===== src/rtl/fp_horner_eval.sv =====
// Iterative polynomial evaluator: P(x) = c[DEGREE]*x^DEGREE + ... + c[0] by Horner's rule
// on a single truncating fp32 multiplier and adder, one MUL/ADD pair per coefficient.
module fp_horner_eval #(
  parameter int DEGREE = 4
) (
  input  logic        clk,
  input  logic        reset,
  input  logic        coef_we,
  input  logic [3:0]  coef_addr,
  input  logic [31:0] coef_data,
  input  logic        start,
  input  logic [31:0] x,
  output logic        busy,
  output logic        done,
  output logic [31:0] y,
  output logic        ovf
);

  localparam logic [31:0] QNAN = 32'h7FC0_0000;

  typedef enum logic [2:0] {
    S_IDLE,
    S_LOAD,
    S_MUL,
    S_ADD,
    S_DONE
  } state_t;

  state_t      state;
  state_t      state_nxt;
  logic [31:0] c [0:DEGREE];
  logic [31:0] acc;
  logic [31:0] x_r;
  logic [3:0]  k;
  logic        nan_r;
  logic [31:0] coef_k;
  logic [32:0] mul_res;
  logic [32:0] add_res;
  logic        mul_nan;
  logic        add_nan;

  // Truncating multiply. Exponent-0 operands are zero; an exponent-255 acc is treated as
  // 1.m * 2^128 so an overflowed acc keeps saturating. Result {overflow, value}.
  function automatic logic [32:0] fp_mul(input logic [31:0] a, input logic [31:0] b);
    logic [47:0]        p;
    logic signed [10:0] e;
    logic [22:0]        m;
    if (a[30:23] == 8'd0 || b[30:23] == 8'd0) return 33'd0;
    p = 48'({1'b1, a[22:0]}) * 48'({1'b1, b[22:0]});
    e = $signed({3'b000, a[30:23]}) + $signed({3'b000, b[30:23]}) - 11'sd127;
    if (p[47]) begin
      m = 23'(p >> 24);
      e = e + 11'sd1;
    end else begin
      m = 23'(p >> 23);
    end
    if (e > 11'sd254) return {1'b1, a[31] ^ b[31], 8'hFF, 23'd0};
    if (e < 11'sd1) return 33'd0;
    return {1'b0, a[31] ^ b[31], e[7:0], m};
  endfunction

  // Truncating add with guard/round/sticky bits, which is enough to truncate the exact
  // sum correctly even when a far-smaller operand is subtracted.
  function automatic logic [32:0] fp_add(input logic [31:0] a, input logic [31:0] b);
    logic [31:0]        big;
    logic [31:0]        sml;
    logic [7:0]         d;
    logic [4:0]         d_cap;
    logic [53:0]        tmp;
    logic [26:0]        ax;
    logic [26:0]        bx;
    logic [26:0]        diff;
    logic [27:0]        sum;
    logic [22:0]        m;
    logic signed [10:0] e;
    logic [4:0]         lz;
    logic               found;
    if (a[30:23] == 8'd0) return (b[30:23] == 8'd0) ? 33'd0 : {1'b0, b};
    if (b[30:23] == 8'd0) return {1'b0, a};
    if (b[30:0] > a[30:0]) begin
      big = b;
      sml = a;
    end else begin
      big = a;
      sml = b;
    end
    d     = big[30:23] - sml[30:23];
    d_cap = (d > 8'd27) ? 5'd27 : d[4:0];
    tmp   = {1'b1, sml[22:0], 30'd0} >> d_cap;
    ax    = {1'b1, big[22:0], 3'b000};
    bx    = {tmp[53:28], tmp[27] | (|tmp[26:0])};
    e     = $signed({3'b000, big[30:23]});
    if (big[31] == sml[31]) begin
      sum = {1'b0, ax} + {1'b0, bx};
      if (sum[27]) begin
        m = 23'(sum >> 4);
        e = e + 11'sd1;
      end else begin
        m = 23'(sum >> 3);
      end
    end else begin
      diff = ax - bx;
      if (diff == 27'd0) return 33'd0;
      lz    = 5'd0;
      found = 1'b0;
      for (int i = 26; i >= 0; i--) begin
        if (!found) begin
          if (diff[i]) found = 1'b1;
          else         lz = lz + 5'd1;
        end
      end
      diff = diff << lz;
      m    = 23'(diff >> 3);
      e    = e - $signed({6'd0, lz});
    end
    if (e > 11'sd254) return {1'b1, big[31], 8'hFF, 23'd0};
    if (e < 11'sd1) return 33'd0;
    return {1'b0, big[31], e[7:0], m};
  endfunction

  always_comb begin
    coef_k = 32'd0;
    for (int i = 0; i <= DEGREE; i++) begin
      if (k == 4'(i)) coef_k = c[i];
    end
    mul_res = fp_mul(acc, x_r);
    add_res = fp_add(acc, coef_k);
    mul_nan = nan_r || (x_r[30:23] == 8'hFF);
    add_nan = nan_r || (coef_k[30:23] == 8'hFF);
  end

  always_ff @(posedge clk) begin
    if (reset) state <= S_IDLE;
    else       state <= state_nxt;
  end

  always_comb begin
    state_nxt = state;
    busy      = 1'b1;
    done      = 1'b0;
    case (state)
      S_IDLE: begin
        busy = 1'b0;
        if (start) state_nxt = S_LOAD;
      end
      S_LOAD: state_nxt = S_MUL;
      S_MUL:  state_nxt = S_ADD;
      S_ADD:  state_nxt = (k == 4'd0) ? S_DONE : S_MUL;
      S_DONE: begin
        done      = 1'b1;
        state_nxt = S_IDLE;
      end
      default: state_nxt = S_IDLE;
    endcase
  end

  // y is loaded on the final ADD so it is already valid during the done cycle.
  always_ff @(posedge clk) begin
    if (reset) begin
      acc   <= 32'd0;
      x_r   <= 32'd0;
      y     <= 32'd0;
      ovf   <= 1'b0;
      nan_r <= 1'b0;
      k     <= 4'd0;
      for (int i = 0; i <= DEGREE; i++) c[i] <= 32'd0;
    end else begin
      if (coef_we && !busy) begin
        for (int i = 0; i <= DEGREE; i++) begin
          if (coef_addr == 4'(i)) c[i] <= coef_data;
        end
      end
      case (state)
        S_IDLE: begin
          if (start) begin
            x_r   <= x;
            ovf   <= 1'b0;
            nan_r <= 1'b0;
          end
        end
        S_LOAD: begin
          k <= 4'(DEGREE - 1);
          if (c[DEGREE][30:23] == 8'hFF) begin
            acc   <= QNAN;
            nan_r <= 1'b1;
            ovf   <= 1'b1;
          end else begin
            acc <= c[DEGREE];
          end
        end
        S_MUL: begin
          if (mul_nan) begin
            acc   <= QNAN;
            nan_r <= 1'b1;
            ovf   <= 1'b1;
          end else begin
            acc <= mul_res[31:0];
            if (mul_res[32]) ovf <= 1'b1;
          end
        end
        S_ADD: begin
          if (add_nan) begin
            acc   <= QNAN;
            nan_r <= 1'b1;
            ovf   <= 1'b1;
          end else begin
            acc <= add_res[31:0];
            if (add_res[32]) ovf <= 1'b1;
          end
          if (k == 4'd0) y <= add_nan ? QNAN : add_res[31:0];
          else           k <= k - 4'd1;
        end
        default: ;
      endcase
    end
  end

endmodule


===== config.mk =====
export PLATFORM = sky130hd
export DESIGN_NAME = fp_horner_eval
export DESIGN_NICKNAME = d
export VERILOG_FILES = /design/src/rtl/fp_horner_eval.sv
export SDC_FILE = /design/constraint.sdc
export NUM_CORES = 2
export LEC_CHECK = 0
export ABC_AREA = 1
export ABC_CLOCK_PERIOD_IN_PS = 29900
export CORE_MARGIN = 5
export CORE_UTILIZATION = 43
export DETAILED_ROUTE_END_ITERATION = 8
export PLACE_DENSITY_LB_ADDON = 0.08
export SKIP_CTS_REPAIR_TIMING = 1
export SLEW_MARGIN = 20
export SYNTH_ARGS = -nofsm -noshare
export SYNTH_HDL_FRONTEND = slang
export SYNTH_SLANG_ARGS = --single-unit

===== constraint.sdc =====
create_clock -name clk -period 29.9 [get_ports clk]
set_clock_uncertainty 0.05 [all_clocks]
set_input_delay 5.98 -clock clk [delete_from_list [all_inputs] [get_ports clk]]
set_output_delay 5.98 -clock clk [all_outputs]
set_load 0.1 [all_outputs]

==> impl_metrics.xml <==
<?xml version="1.0" encoding="UTF-8"?>
<metrics>
  <group name="placement">
    <metric name="number_of_i_o_port_buffers" unit="">106</metric>
    <metric name="place_hpwl" unit="mm">113</metric>
    <metric name="place_ws" unit="ns">5.69</metric>
    <metric name="globalplace.congestion" unit="">0.985</metric>
  </group>
  <group name="critical_path">
    <metric name="critical_path_arrival" unit="ns">24.82</metric>
    <metric name="timing.rr.end" unit="">x_r[5]</metric>
    <metric name="worstPathBufferInverterCount" unit="">18</metric>
    <metric name="startpoint_type" unit="">flop</metric>
    <metric name="endpoint" unit="">x_r[5]</metric>
    <metric name="worst-endpoint-required" unit="ns">30.25</metric>
    <metric name="critPathMaxStageDelay" unit="ns">0.79</metric>
    <metric name="r2r_slack" unit="ns">5.43</metric>
    <metric name="cp_slowest_cell" unit="">ha_1</metric>
    <metric name="worst_setup_path_end_kind" unit="">flop</metric>
    <metric name="r2r-start" unit="">k[1]</metric>
    <metric name="crit_fanout" unit="">67</metric>
    <metric name="cp_top_family" unit="">simple AND/OR/NAND/NOR gates</metric>
    <metric name="critPathMostFrequentCell" unit="">nand2_1</metric>
    <metric name="worstRegToRegCells" unit="">142</metric>
    <metric name="path_depth" unit="">142</metric>
    <metric name="worstSetupStartpoint" unit="">k[1]</metric>
    <metric name="crit_type" unit="">reg2reg</metric>
  </group>
  <group name="routing">
    <metric name="drtIter0Drc" unit="">3525</metric>
    <metric name="route.final.wire_length" unit="mm">145</metric>
    <metric name="drt-vias-per-instance" unit="">5.31</metric>
    <metric name="drt_first_pass_iters" unit="">5</metric>
    <metric name="route.detailed.wl_per_inst" unit="um">20.0</metric>
    <metric name="routed_vias" unit="">38700</metric>
    <metric name="count_of_nets_left_with_antenna_violations_after_detail_routing" unit="">0</metric>
    <metric name="remaining_drc_errors" unit="">0</metric>
  </group>
  <group name="synth">
    <metric name="synth_enable_flop_cells" unit="">160</metric>
    <metric name="post_synth_instance_area" unit="mm^2">0.0425</metric>
    <metric name="yosys.cell_count.top_type" unit="">nand2_1</metric>
    <metric name="async_flop_share" unit="">0</metric>
    <metric name="synth-seq-area-share" unit="">0.163</metric>
    <metric name="synth_top_area_cells" unit="">fa_1 (23%), nand2_1 (14%), edfxtp_1 (11%), inv_1 (11%), ha_1 (8.8%)</metric>
    <metric name="netlist_instances" unit="">6032</metric>
    <metric name="yosysTopAreaCellShare" unit="">0.228</metric>
    <metric name="synth.ff_latch_count" unit="">265</metric>
    <metric name="yosys.area.top_type" unit="">fa_1</metric>
    <metric name="ys_warn_count" unit="">0</metric>
    <metric name="dominantRegCellSynth" unit="">edfxtp_1</metric>
    <metric name="average_cell_area_after_synthesis" unit="um^2">7.04</metric>
    <metric name="synth.top_cells.by_count" unit="">nand2_1 (1562), inv_1 (1219), fa_1 (484)</metric>
    <metric name="ys_types" unit="">62</metric>
    <metric name="synthesis.nets" unit="">6887</metric>
  </group>
  <group name="hold_path">
    <metric name="worst_hold_startpoint" unit="">x_r[14]</metric>
    <metric name="worstHoldPathType" unit="">reg2reg</metric>
  </group>
  <group name="floorplanning">
    <metric name="initial_utilization" unit="">0.433</metric>
    <metric name="fp.dieW" unit="um">324</metric>
    <metric name="design.die.area" unit="mm^2">0.105</metric>
    <metric name="fp.coreArea" unit="mm^2">0.0981</metric>
    <metric name="die_h" unit="um">324</metric>
    <metric name="ios" unit="">107</metric>
    <metric name="placementRows" unit="">115</metric>
  </group>
  <group name="flow_run">
    <metric name="cap_viol_max_count" unit="">0</metric>
  </group>
  <group name="final_layout">
    <metric name="finalNetCount" unit="">6831</metric>
    <metric name="area_growth_syn_to_layout" unit="%">7.52</metric>
    <metric name="final_layout_size_suffix_gt1_frac" unit="">0.0462</metric>
    <metric name="fin_util" unit="">0.465</metric>
    <metric name="num_antenna_cells" unit="">0</metric>
    <metric name="num-fill-cells" unit="">10300</metric>
  </group>
  <group name="clock_network">
    <metric name="clkLatencyLatePin" unit="ns">0.58</metric>
    <metric name="cts.clk_slew.worst_paths" unit="ns">0.06</metric>
    <metric name="cts_buffers" unit="">30</metric>
    <metric name="numClockSinks" unit="">265</metric>
    <metric name="cts_tree" unit="">built</metric>
    <metric name="clk_root_buffer_cell" unit="">clkbuf_16</metric>
    <metric name="htreeDepth" unit="">1</metric>
    <metric name="clockBufferDepth" unit="">3</metric>
  </group>
  <group name="global_routing">
    <metric name="first_global_vias" unit="">37700</metric>
    <metric name="grt_first_pass_wirelength" unit="mm">225</metric>
    <metric name="grt_max_degree" unit="">71</metric>
    <metric name="grt.total_usage" unit="">0.274</metric>
    <metric name="overflow" unit="">0</metric>
    <metric name="antenna_found_initial" unit="">0</metric>
  </group>
  <group name="sta">
    <metric name="worst-slew-pin-transition" unit="ns">1.18</metric>
    <metric name="setup_viol" unit="">0</metric>
    <metric name="setup_tns" unit="ns">0</metric>
    <metric name="final_min_period_over_clock_period" unit="">0.818</metric>
    <metric name="final.min_clock_period" unit="ns">24.47</metric>
    <metric name="grt_setup_unrepaired" unit="">no</metric>
    <metric name="achievable-frequency" unit="MHz">40.9</metric>
    <metric name="hold_viol" unit="">0</metric>
    <metric name="worst_slack" unit="ns">5.43</metric>
    <metric name="final-max-slew-violation-count" unit="">0</metric>
    <metric name="max_slew_margin" unit="">0.212</metric>
  </group>
  <group name="run_status">
    <metric name="run_status" unit="">finished, final reports clean</metric>
  </group>
</metrics>
worst min-delay path by stage:
| stage | to | slack [ns] | depth (start not counted) |
|---|---|---|---|
| 6_report | x_r[14] | 0.41 | 2 |
| 5_1_grt | x_r[14] | 0.45 | 2 |
| 4_1_cts | x_r[14] | 0.42 | 2 |
| 3_5_place_dp | x_r[14] | 0.41 | 2 |
| 3_3_place_gp | x_r[7] | 0.40 | 2 |
| 2_1_floorplan | nan_r | 0.39 | 2 |
per-stage QoR:
stage,std cells,hold slack [ns],instance area (um^2)
after global routing,7287,0.449,45700
after floorplan,6032,0.394,42500
after CTS,7286,0.418,45600
final,7287,0.415,45700
after global placement,7230,0.403,44600
after detailed placement,7230,0.409,44600
tightest hold or removal path, delay by kind of cell, from the launching register on:
| family | cells | cell delay, ns |
|---|---|---|
| and+or+nand+nor | 1 | 0.06 |
| DFF | 1 | 0.31 |
| AOI/OAI and AO/OA | 1 | 0.05 |
sequential cells by signal, summed over array words and instances, names as in the netlist:
signal / cells
state: 3
k: 4
y: 32
acc: 32
ovf: 1
nan_r: 1
x_r: 32
c: 160
cells by family (layout without fill, tap and decap cells):
| family | Yosys count | after routing | synth area share |
|---|---|---|---|
| DFF | 265 | 265 | 0.163 |
| and+or+nand+nor | 2499 | 2499 | 0.251 |
| xor gates and xnor gates | 93 | 93 | 0.0194 |
| buffers and inverters | 1549 | 1517 | 0.140 |
| AOI/OAI and AO/OA | 843 | 843 | 0.111 |
| adders and majority gates | 783 | 783 | 0.316 |
cells in the final DEF, fill, tap and decap left out, types with 10 or more instances in the layout:
cell type        count
nand2_1           1560
inv_1             1218
fa_1               484
nand3_1            446
a21oi_1            329
ha_1               299
nor2_1             297
o21ai_0            265
edfxtp_1           160
clkdlybuf4s50_1    104
dfxtp_1            103
buf_4               75
xor2_1              74
o21ai_1             49
inv_2               48
nand4_1             44
a31oi_1             43
o211ai_1            38
clkbuf_16           30
nor3_1              29
nand2_2             19
o22ai_1             18
xnor2_1             17
or2_2               15
clkinv_1            15
nor2_4              13
nor4_1              12
or2_1               10
a221oi_1            10
nand3b_1            10
cell type report:
class | instances | area [um^2] | area share
Tap cell | 1287 | 1610 | 0.0353
Timing Repair Buffer | 182 | 1630 | 0.0358
Sequential cell | 265 | 6910 | 0.151
Multi-Input combinational cell | 4218 | 29700 | 0.650
Clock inverter | 22 | 235 | 0.00515
Inverter | 1279 | 4810 | 0.105
Clock buffer | 34 | 776 | 0.0170
metal layers:
metal	global-route usage	vias up	routed length (um)
met4	0.0620	0	3810
li1	-	18700	-
met2	0.448	1242	66300
met3	0.0217	189	8400
met5	0	-	0
met1	0.401	18600	66900
Power is left out: the tool's default activity adds up to more than one toggle a clock period on the data nets, which glitch-free logic cannot reach.
